$ cat src/rtl/console_pkg.sv
// ---------------------------------------------------------------------------
// console_pkg
// Shared definitions for the console writer slice: default screen geometry,
// the control codes the writer reacts to, the controller state enumeration
// and two small helpers (cell addressing and printable-range test).
// No ports; imported by console_writer and console_cursor.
// ---------------------------------------------------------------------------
package console_pkg;

   localparam int NUM_ROWS_DEF = 3;
   localparam int NUM_COLS_DEF = 10;

   // Control codes are compared against bits 6:0 only, because the colour
   // bit carries no meaning for control characters.
   localparam logic [6:0] ASCII_BS    = 7'h08;
   localparam logic [6:0] ASCII_LF    = 7'h0A;
   localparam logic [6:0] ASCII_FF    = 7'h0C;
   localparam logic [6:0] ASCII_CR    = 7'h0D;
   localparam logic [7:0] ASCII_SPACE = 8'h20;

   typedef enum logic [2:0] {
      IDLE,
      WRITE,
      SCROLL_RD,
      SCROLL_WR,
      CLR_ROW,
      CLR_ALL
   } state_t;

   // Linear cell index of (row, col) in a row-major text buffer.
   function automatic logic [4:0] cellAddr(input logic [1:0] row,
                                           input logic [3:0] col,
                                           input int         numCols);
      return 5'(int'(row) * numCols + int'(col));
   endfunction

   // Printable glyphs occupy 0x20..0x7E; everything else is a control code.
   function automatic logic isPrintable(input logic [6:0] code);
      return (code >= 7'h20) && (code <= 7'h7E);
   endfunction

endpackage

$ cat src/rtl/console_writer_if.sv
// ---------------------------------------------------------------------------
// console_writer_if
// Bundles the character input handshake, the clear request, the text-buffer
// write/read bus and the cursor/busy status of the console writer.
//   in_data/in_valid/in_ready : byte stream in (bit 7 colour, 6:0 ASCII)
//   clear                     : one-cycle blank-and-home request
//   buf_addr/buf_wdata/buf_we : text buffer write port (one cell per cycle)
//   buf_rdata                 : combinational read of cell buf_addr
//   cursor_x/cursor_y/busy    : status
// slave modport is the writer itself, master is whoever drives it.
// ---------------------------------------------------------------------------
interface console_writer_if;

   logic [7:0] in_data;
   logic       in_valid;
   logic       in_ready;
   logic       clear;
   logic [4:0] buf_addr;
   logic [7:0] buf_wdata;
   logic       buf_we;
   logic [7:0] buf_rdata;
   logic [3:0] cursor_x;
   logic [1:0] cursor_y;
   logic       busy;

   modport master (
      output in_data, in_valid, clear, buf_rdata,
      input  in_ready, buf_addr, buf_wdata, buf_we, cursor_x, cursor_y, busy
   );

   modport slave (
      input  in_data, in_valid, clear, buf_rdata,
      output in_ready, buf_addr, buf_wdata, buf_we, cursor_x, cursor_y, busy
   );

endinterface

$ cat src/rtl/console_writer_cursor.sv
// ---------------------------------------------------------------------------
// console_cursor
// Holds the cursor column/row counters for the console writer.
//   clk, rst_n      : clock, synchronous active-low reset (cursor -> 0,0)
//   home_i          : move to (0,0)
//   carriageRet_i   : column to 0
//   lineFeed_i      : column to 0 and advance one row
//   backspace_i     : step one column left, never wrapping to the row above
//   incr_i          : step one column right, wrapping onto the next row
//   cursorX_o/Y_o   : current position
//   scrollReq_o     : the requested line advance would leave the last row;
//                     the row is held there and the owner must scroll
// ---------------------------------------------------------------------------
module console_cursor
   import console_pkg::*;
#(
   parameter int NUM_ROWS = NUM_ROWS_DEF,
   parameter int NUM_COLS = NUM_COLS_DEF
) (
   input  logic       clk,
   input  logic       rst_n,
   input  logic       home_i,
   input  logic       carriageRet_i,
   input  logic       lineFeed_i,
   input  logic       backspace_i,
   input  logic       incr_i,
   output logic [3:0] cursorX_o,
   output logic [1:0] cursorY_o,
   output logic       scrollReq_o
);

   localparam logic [3:0] LAST_COL = 4'(NUM_COLS - 1);
   localparam logic [1:0] LAST_ROW = 2'(NUM_ROWS - 1);

   logic [3:0] x_q, x_d;
   logic [1:0] y_q, y_d;
   logic       newLine;

   // Next-position logic. A column increment past the last column behaves
   // exactly like a line feed, so both share the newLine path; on the last
   // row the row is pinned and the scroll request tells the owner to move
   // the text up instead.
   always_comb begin
      newLine     = lineFeed_i || (incr_i && (x_q == LAST_COL));
      scrollReq_o = newLine && (y_q == LAST_ROW);
      x_d         = x_q;
      y_d         = y_q;
      if (home_i) begin
         x_d = 4'd0;
         y_d = 2'd0;
      end else if (carriageRet_i) begin
         x_d = 4'd0;
      end else if (newLine) begin
         x_d = 4'd0;
         if (y_q != LAST_ROW) begin
            y_d = y_q + 2'd1;
         end
      end else if (backspace_i) begin
         if (x_q != 4'd0) begin
            x_d = x_q - 4'd1;
         end
      end else if (incr_i) begin
         x_d = x_q + 4'd1;
      end
   end

   // Position registers.
   always_ff @(posedge clk) begin
      if (!rst_n) begin
         x_q <= 4'd0;
         y_q <= 2'd0;
      end else begin
         x_q <= x_d;
         y_q <= y_d;
      end
   end

   assign cursorX_o = x_q;
   assign cursorY_o = y_q;

endmodule

$ cat src/rtl/console_writer.sv
// ---------------------------------------------------------------------------
// console_writer
// Turns a stream of character bytes into writes on a NUM_ROWS x NUM_COLS
// text buffer: prints glyphs at the cursor, handles BS/LF/CR/FF, scrolls the
// screen up by one row when the cursor runs off the bottom, and blanks the
// whole screen on clear.
//   clk   : clock, everything on the rising edge
//   rst_n : synchronous active-low reset (buffer contents are not touched)
//   bus   : console_writer_if.slave (input stream, buffer port, status)
// ---------------------------------------------------------------------------
module console_writer
   import console_pkg::*;
#(
   parameter int NUM_ROWS = NUM_ROWS_DEF,
   parameter int NUM_COLS = NUM_COLS_DEF
) (
   input  logic                   clk,
   input  logic                   rst_n,
   console_writer_if.slave        bus
);

   localparam logic [4:0] ROW_STRIDE     = 5'(NUM_COLS);
   localparam logic [4:0] LAST_COPY      = 5'((NUM_ROWS - 1) * NUM_COLS - 1);
   localparam logic [4:0] LAST_ROW_START = 5'((NUM_ROWS - 1) * NUM_COLS);
   localparam logic [4:0] LAST_CELL      = 5'(NUM_ROWS * NUM_COLS - 1);

   state_t     state_q;
   logic [4:0] bufAddr_q;
   logic [7:0] bufWdata_q;
   logic       bufWe_q;
   logic       advance_q;

   logic [6:0] code;
   logic       accept;
   logic       curHome;
   logic       curCr;
   logic       curLf;
   logic       curBs;
   logic       curInc;
   logic       scrollReq;
   logic [3:0] curX;
   logic [1:0] curY;

   // Input decode. A pending clear masks the handshake so that no byte is
   // swallowed in the cycle the screen is being reset.
   assign code         = bus.in_data[6:0];
   assign bus.in_ready = (state_q == IDLE) && !bus.clear;
   assign accept       = bus.in_valid && bus.in_ready;

   // Cursor commands. The column advance happens only when a glyph write
   // completes (a backspace blank-out must not move the cursor forward), and
   // homing waits for the last blanked cell so a restarted clear re-homes.
   assign curCr   = accept && (code == ASCII_CR);
   assign curLf   = accept && (code == ASCII_LF);
   assign curBs   = accept && (code == ASCII_BS) && (curX != 4'd0);
   assign curInc  = (state_q == WRITE) && advance_q && !bus.clear;
   assign curHome = (state_q == CLR_ALL) && !bus.clear && (bufAddr_q == LAST_CELL);

   console_cursor #(
      .NUM_ROWS (NUM_ROWS),
      .NUM_COLS (NUM_COLS)
   ) cursorUnit (
      .clk           (clk),
      .rst_n         (rst_n),
      .home_i        (curHome),
      .carriageRet_i (curCr),
      .lineFeed_i    (curLf),
      .backspace_i   (curBs),
      .incr_i        (curInc),
      .cursorX_o     (curX),
      .cursorY_o     (curY),
      .scrollReq_o   (scrollReq)
   );

   // Controller. Buffer address, data and strobe are registered and always
   // loaded together with the state they belong to, so each state sees its
   // own cell on the bus for its whole cycle. In a scroll the address
   // alternates between source (i+NUM_COLS) and destination (i); the data
   // register doubles as the latch for the byte read in SCROLL_RD. Clear
   // overrides everything and restarts the blanking at cell 0.
   always_ff @(posedge clk) begin
      if (!rst_n) begin
         state_q    <= IDLE;
         bufAddr_q  <= 5'd0;
         bufWdata_q <= 8'd0;
         bufWe_q    <= 1'b0;
         advance_q  <= 1'b0;
      end else if (bus.clear) begin
         state_q    <= CLR_ALL;
         bufAddr_q  <= 5'd0;
         bufWdata_q <= ASCII_SPACE;
         bufWe_q    <= 1'b1;
         advance_q  <= 1'b0;
      end else begin
         case (state_q)
            IDLE: begin
               if (accept) begin
                  if (isPrintable(code)) begin
                     state_q    <= WRITE;
                     bufAddr_q  <= cellAddr(curY, curX, NUM_COLS);
                     bufWdata_q <= bus.in_data;
                     bufWe_q    <= 1'b1;
                     advance_q  <= 1'b1;
                  end else if (curBs) begin
                     state_q    <= WRITE;
                     bufAddr_q  <= cellAddr(curY, curX - 4'd1, NUM_COLS);
                     bufWdata_q <= ASCII_SPACE;
                     bufWe_q    <= 1'b1;
                     advance_q  <= 1'b0;
                  end else if (code == ASCII_FF) begin
                     state_q    <= CLR_ALL;
                     bufAddr_q  <= 5'd0;
                     bufWdata_q <= ASCII_SPACE;
                     bufWe_q    <= 1'b1;
                  end else if (scrollReq) begin
                     state_q   <= SCROLL_RD;
                     bufAddr_q <= ROW_STRIDE;
                     bufWe_q   <= 1'b0;
                  end
               end
            end
            WRITE: begin
               bufWe_q <= 1'b0;
               if (scrollReq) begin
                  state_q   <= SCROLL_RD;
                  bufAddr_q <= ROW_STRIDE;
               end else begin
                  state_q <= IDLE;
               end
            end
            SCROLL_RD: begin
               state_q    <= SCROLL_WR;
               bufAddr_q  <= bufAddr_q - ROW_STRIDE;
               bufWdata_q <= bus.buf_rdata;
               bufWe_q    <= 1'b1;
            end
            SCROLL_WR: begin
               if (bufAddr_q == LAST_COPY) begin
                  state_q    <= CLR_ROW;
                  bufAddr_q  <= LAST_ROW_START;
                  bufWdata_q <= ASCII_SPACE;
                  bufWe_q    <= 1'b1;
               end else begin
                  state_q   <= SCROLL_RD;
                  bufAddr_q <= bufAddr_q + ROW_STRIDE + 5'd1;
                  bufWe_q   <= 1'b0;
               end
            end
            CLR_ROW, CLR_ALL: begin
               if (bufAddr_q == LAST_CELL) begin
                  state_q <= IDLE;
                  bufWe_q <= 1'b0;
               end else begin
                  bufAddr_q <= bufAddr_q + 5'd1;
               end
            end
            default: begin
               state_q <= IDLE;
               bufWe_q <= 1'b0;
            end
         endcase
      end
   end

   assign bus.buf_addr  = bufAddr_q;
   assign bus.buf_wdata = bufWdata_q;
   assign bus.buf_we    = bufWe_q;
   assign bus.cursor_x  = curX;
   assign bus.cursor_y  = curY;
   assign bus.busy      = (state_q != IDLE);

endmodule

$ cat src/flat_wrapper.sv
// flat-port wrapper written by rule: the top's interface ports become plain ports
module console_writer_flat import console_pkg::*;
#(
   parameter int NUM_ROWS = NUM_ROWS_DEF,
   parameter int NUM_COLS = NUM_COLS_DEF
)
  (clk, rst_n, bus_in_data, bus_in_valid, bus_clear, bus_buf_rdata, bus_in_ready, bus_buf_addr, bus_buf_wdata, bus_buf_we, bus_cursor_x, bus_cursor_y, bus_busy);
  console_writer_if bus_i ();
  input  logic clk;
  input  logic rst_n;
  input wire logic [$bits(bus_i.in_data)-1:0] bus_in_data;
  input wire logic [$bits(bus_i.in_valid)-1:0] bus_in_valid;
  input wire logic [$bits(bus_i.clear)-1:0] bus_clear;
  input wire logic [$bits(bus_i.buf_rdata)-1:0] bus_buf_rdata;
  output wire logic [$bits(bus_i.in_ready)-1:0] bus_in_ready;
  output wire logic [$bits(bus_i.buf_addr)-1:0] bus_buf_addr;
  output wire logic [$bits(bus_i.buf_wdata)-1:0] bus_buf_wdata;
  output wire logic [$bits(bus_i.buf_we)-1:0] bus_buf_we;
  output wire logic [$bits(bus_i.cursor_x)-1:0] bus_cursor_x;
  output wire logic [$bits(bus_i.cursor_y)-1:0] bus_cursor_y;
  output wire logic [$bits(bus_i.busy)-1:0] bus_busy;
  assign bus_i.in_data = bus_in_data;
  assign bus_i.in_valid = bus_in_valid;
  assign bus_i.clear = bus_clear;
  assign bus_i.buf_rdata = bus_buf_rdata;
  assign bus_in_ready = bus_i.in_ready;
  assign bus_buf_addr = bus_i.buf_addr;
  assign bus_buf_wdata = bus_i.buf_wdata;
  assign bus_buf_we = bus_i.buf_we;
  assign bus_cursor_x = bus_i.cursor_x;
  assign bus_cursor_y = bus_i.cursor_y;
  assign bus_busy = bus_i.busy;
  console_writer #(.NUM_ROWS(NUM_ROWS), .NUM_COLS(NUM_COLS)) u_core (.clk(clk), .rst_n(rst_n), .bus(bus_i));
endmodule
$ cat config.mk
export PLATFORM = sky130hd
export DESIGN_NAME = console_writer_flat
export DESIGN_NICKNAME = d
export VERILOG_FILES = /design/src/rtl/console_pkg.sv /design/src/rtl/console_writer_if.sv /design/src/rtl/console_writer_cursor.sv /design/src/rtl/console_writer.sv /design/src/flat_wrapper.sv
export SDC_FILE = /design/constraint.sdc
export NUM_CORES = 1
export LEC_CHECK = 0
export BUFFER_PORTS_ARGS = -buffer_cell sky130_fd_sc_hd__buf_2
export CAP_MARGIN = 20
export CORE_MARGIN = 2
export CORE_UTILIZATION = 40
export CTS_CLUSTER_DIAMETER = 40
export CTS_CLUSTER_SIZE = 20
export DETAILED_ROUTE_END_ITERATION = 12
export SETUP_SLACK_MARGIN = 0.4
export SYNTH_ARGS = -nofsm -noshare
export SYNTH_HDL_FRONTEND = slang
export SYNTH_SLANG_ARGS = --single-unit
$ cat constraint.sdc
create_clock -name clk -period 3.8 [get_ports clk]
set_clock_uncertainty 0.2 [all_clocks]
set_input_delay 0.57 -clock clk [delete_from_list [all_inputs] [get_ports clk]]
set_output_delay 0.57 -clock clk [all_outputs]
set_load 0.01 [all_outputs]
==> results.toml <==
[finish]
fin_nets = 350
diodes = 0
final_area_um2 = 2450
syn_to_final_growth_pct = 14.1
drive_gt1_frac = 0.186
final_cell_mix = "buf_2, nor2_1, dfxtp_1"
fin_util = 0.476
mostFrequentLayoutCell = "buf_2"

[setup_path]
crit_path_start_kind = "flop"
crit_required_ps = 3730
worstPathArrival_ps = 2540
end_kind = "flop"
crit_type = "flop to flop"
cp_max_fo = 18

[sta]
whs_ps = 317
min_period_ps = 2610
finalMaxSlewViolations = 0
finalSetupTns_ps = 0
rsz0062_at_grt = "no"
fmax_ghz = 0.383
hold_viol = 0
setup_viol = 0
slew_headroom = 0.498
fin_crit_sh = 0.686
tightest_slew_ps = 744

[cts]
clock_latency_ps = 260
cts_tree = "done"
cts.sinks = 24
cts_made_buffers = 3
post-cts-setup-buffers = 0
clockBufferDepth = 2
root_buffer = "clkbuf_8"
ctsHoldBuffers = 0
clkTransAtPathRegs_ps = 90
ctsResizeCount = 0
htreeDepth = 1

[die]
io_pins = 42
rows = 26
die_area_um2 = 5960
die_y_um = 77.2
core_area_um2 = 5140
die_x_um = 77.2
initial_core_util = 0.417

[drt]
drtIter0Drc = 154
drt_pass1_iterations = 4
vias = 2209
drtAntennaViolNets = 0
vias_per_cell = 5.80
wire_per_inst_um = 16.4
post-route-drc-count = 0
drt-total-wl_um = 6260

[synth]
ys.flop_type = "dfxtp_1"
synth_area_per_cell_um2 = 7.74
synthCells = 277
synth-compound-area-share = 0.311
netlist_area_um2 = 2140
ys_warn_count = 0
synth_top_family_by_area = "compound AO/OA/AOI/OAI gates"
ys_ff_latch = 24
synth_cell_types = 57
yosysSeqAreaShare = 0.224
ys_async_sr_fraction = 0
synth-adder-area-share = 0.112
synth-edff-count = 0
synthXorXnorAreaFrac = 0.0408
synth-simple-area-share = 0.250
synthMuxAreaShare = 0
syn-num-nets = 315

[global_routing]
grt_pass1_wl_um = 10500
top_usage_layer = "met2"
use_met3 = 0.0318
antenna_found_initial = 0
grt_usage = 0.213
use_met1 = 0.299
grt_pass1_vias = 2098
use_met2 = 0.344
grt_max_degree = 19
grt_overflow_total = 0

[placed_design]
hpwl_um = 4850
routabilityCongestion = 0.937
dpl_cell_area_um2 = 2390
io_buffer_count = 41

[power]
p_sw_w = 0.000216
p_per_area_nw_per_um2 = 262
clock_power_share = 0.276
pwr-share-seq = 0.448
ir_worst_vdd_uv = 138
comb_power_share = 0.276
power_leakage_nw = 0.972
p_int_w = 0.000424
swShare = 0.337

[worst_hold_path]
hp-class = "flop to flop"

[status]
status = "complete, no violations"

[run]
maxCapViolations = 0
## metal layers
layer  wire [um]  up-vias
met4          49        0
li1            -     1101
met5           0        -
met3         312        7
met1        3020     1040
met2        2880       61
## Yosys cell counts (3+ instances only)
master | count | area, um2
a211oi_1 | 13 | 97.6
a21o_1 | 5 | 37.5
a21oi_1 | 18 | 90.1
a221oi_1 | 3 | 26.3
a31oi_1 | 7 | 43.8
a32oi_1 | 6 | 52.6
and2_1 | 4 | 25.0
and3_1 | 5 | 31.3
clkbuf_1 | 10 | 37.5
dfxtp_1 | 24 | 480
ha_1 | 16 | 200
inv_1 | 18 | 67.6
nand2_1 | 21 | 78.8
nand2b_1 | 4 | 25.0
nand3_1 | 8 | 40.0
nor2_1 | 26 | 97.6
nor3_1 | 15 | 75.1
o21a_1 | 3 | 22.5
o21ai_0 | 13 | 65.1
o21ai_1 | 6 | 30.0
xnor2_1 | 6 | 52.6
xor2_1 | 4 | 35.0
## logic make-up (layout without fill, tap and decap cells)
family	after synthesis	in the layout
buffers and inverters	32	66
DFF	24	24
adders and majority gates	18	18
xor gates and xnor gates	10	10
and+or+nand+nor	99	99
AOI/OAI and AO/OA	94	94
## area by class of cell
cell class	instances	area (um2)
Clock buffer	4	55.1
Fill cell	546	2690
Inverter	19	71.3
Multi-Input combinational cell	221	1530
Sequential cell	24	480
Tap cell	70	87.6
Timing Repair Buffer	43	220
## power by group through the flow
stage	clock (W)	combinational, W	sequential, W
after global routing	0.000193	0.000196	0.000291
after CTS	0.000181	0.000176	0.000286
after global placement	0	0.000176	0.000293
final	0.000176	0.000177	0.000287
after floorplan	0	0.000129	0.000282
after detailed placement	0	0.000175	0.000292
## final timing paths
path	from	to	slack, ps	cells past startpoint
max reg2reg	u_core.state_q[0]	u_core.bus.buf_wdata[4]	1190	7
min reg2reg	u_core.bus.buf_wdata[5]	u_core.bus.buf_wdata[5]	320	2
max	u_core.state_q[0]	u_core.bus.buf_wdata[4]	1190	7
min	u_core.bus.buf_wdata[5]	u_core.bus.buf_wdata[5]	320	2
## worst max-delay path, cell delays in order, from the launching register on
cell	delay [ps]
dfxtp_1	510
nor3_4	350
inv_2	130
nor4_4	420
o21ai_4	150
a21oi_4	290
or2_1	300
a211oi_1	120
## registers in the layout, summed over array words and instances (netlist names)
register and flops:
u_core.bus.buf_wdata 8, u_core.cursorUnit.cursorY_o 2, u_core.bus.buf_we 1, u_core.state_q 3, u_core.cursorUnit.cursorX_o 4, u_core.advance_q 1, u_core.bus.buf_addr 5
## through the flow
step                      power [W]  worst slack (ps)  cells
after floorplan            0.000411              1420    277
after global placement     0.000469              1180    377
after detailed placement   0.000467              1160    377
after CTS                  0.000644              1190    381
after global routing       0.000680               987    381
final                      0.000640              1190    381
Power figures use the tool's default switching activity.
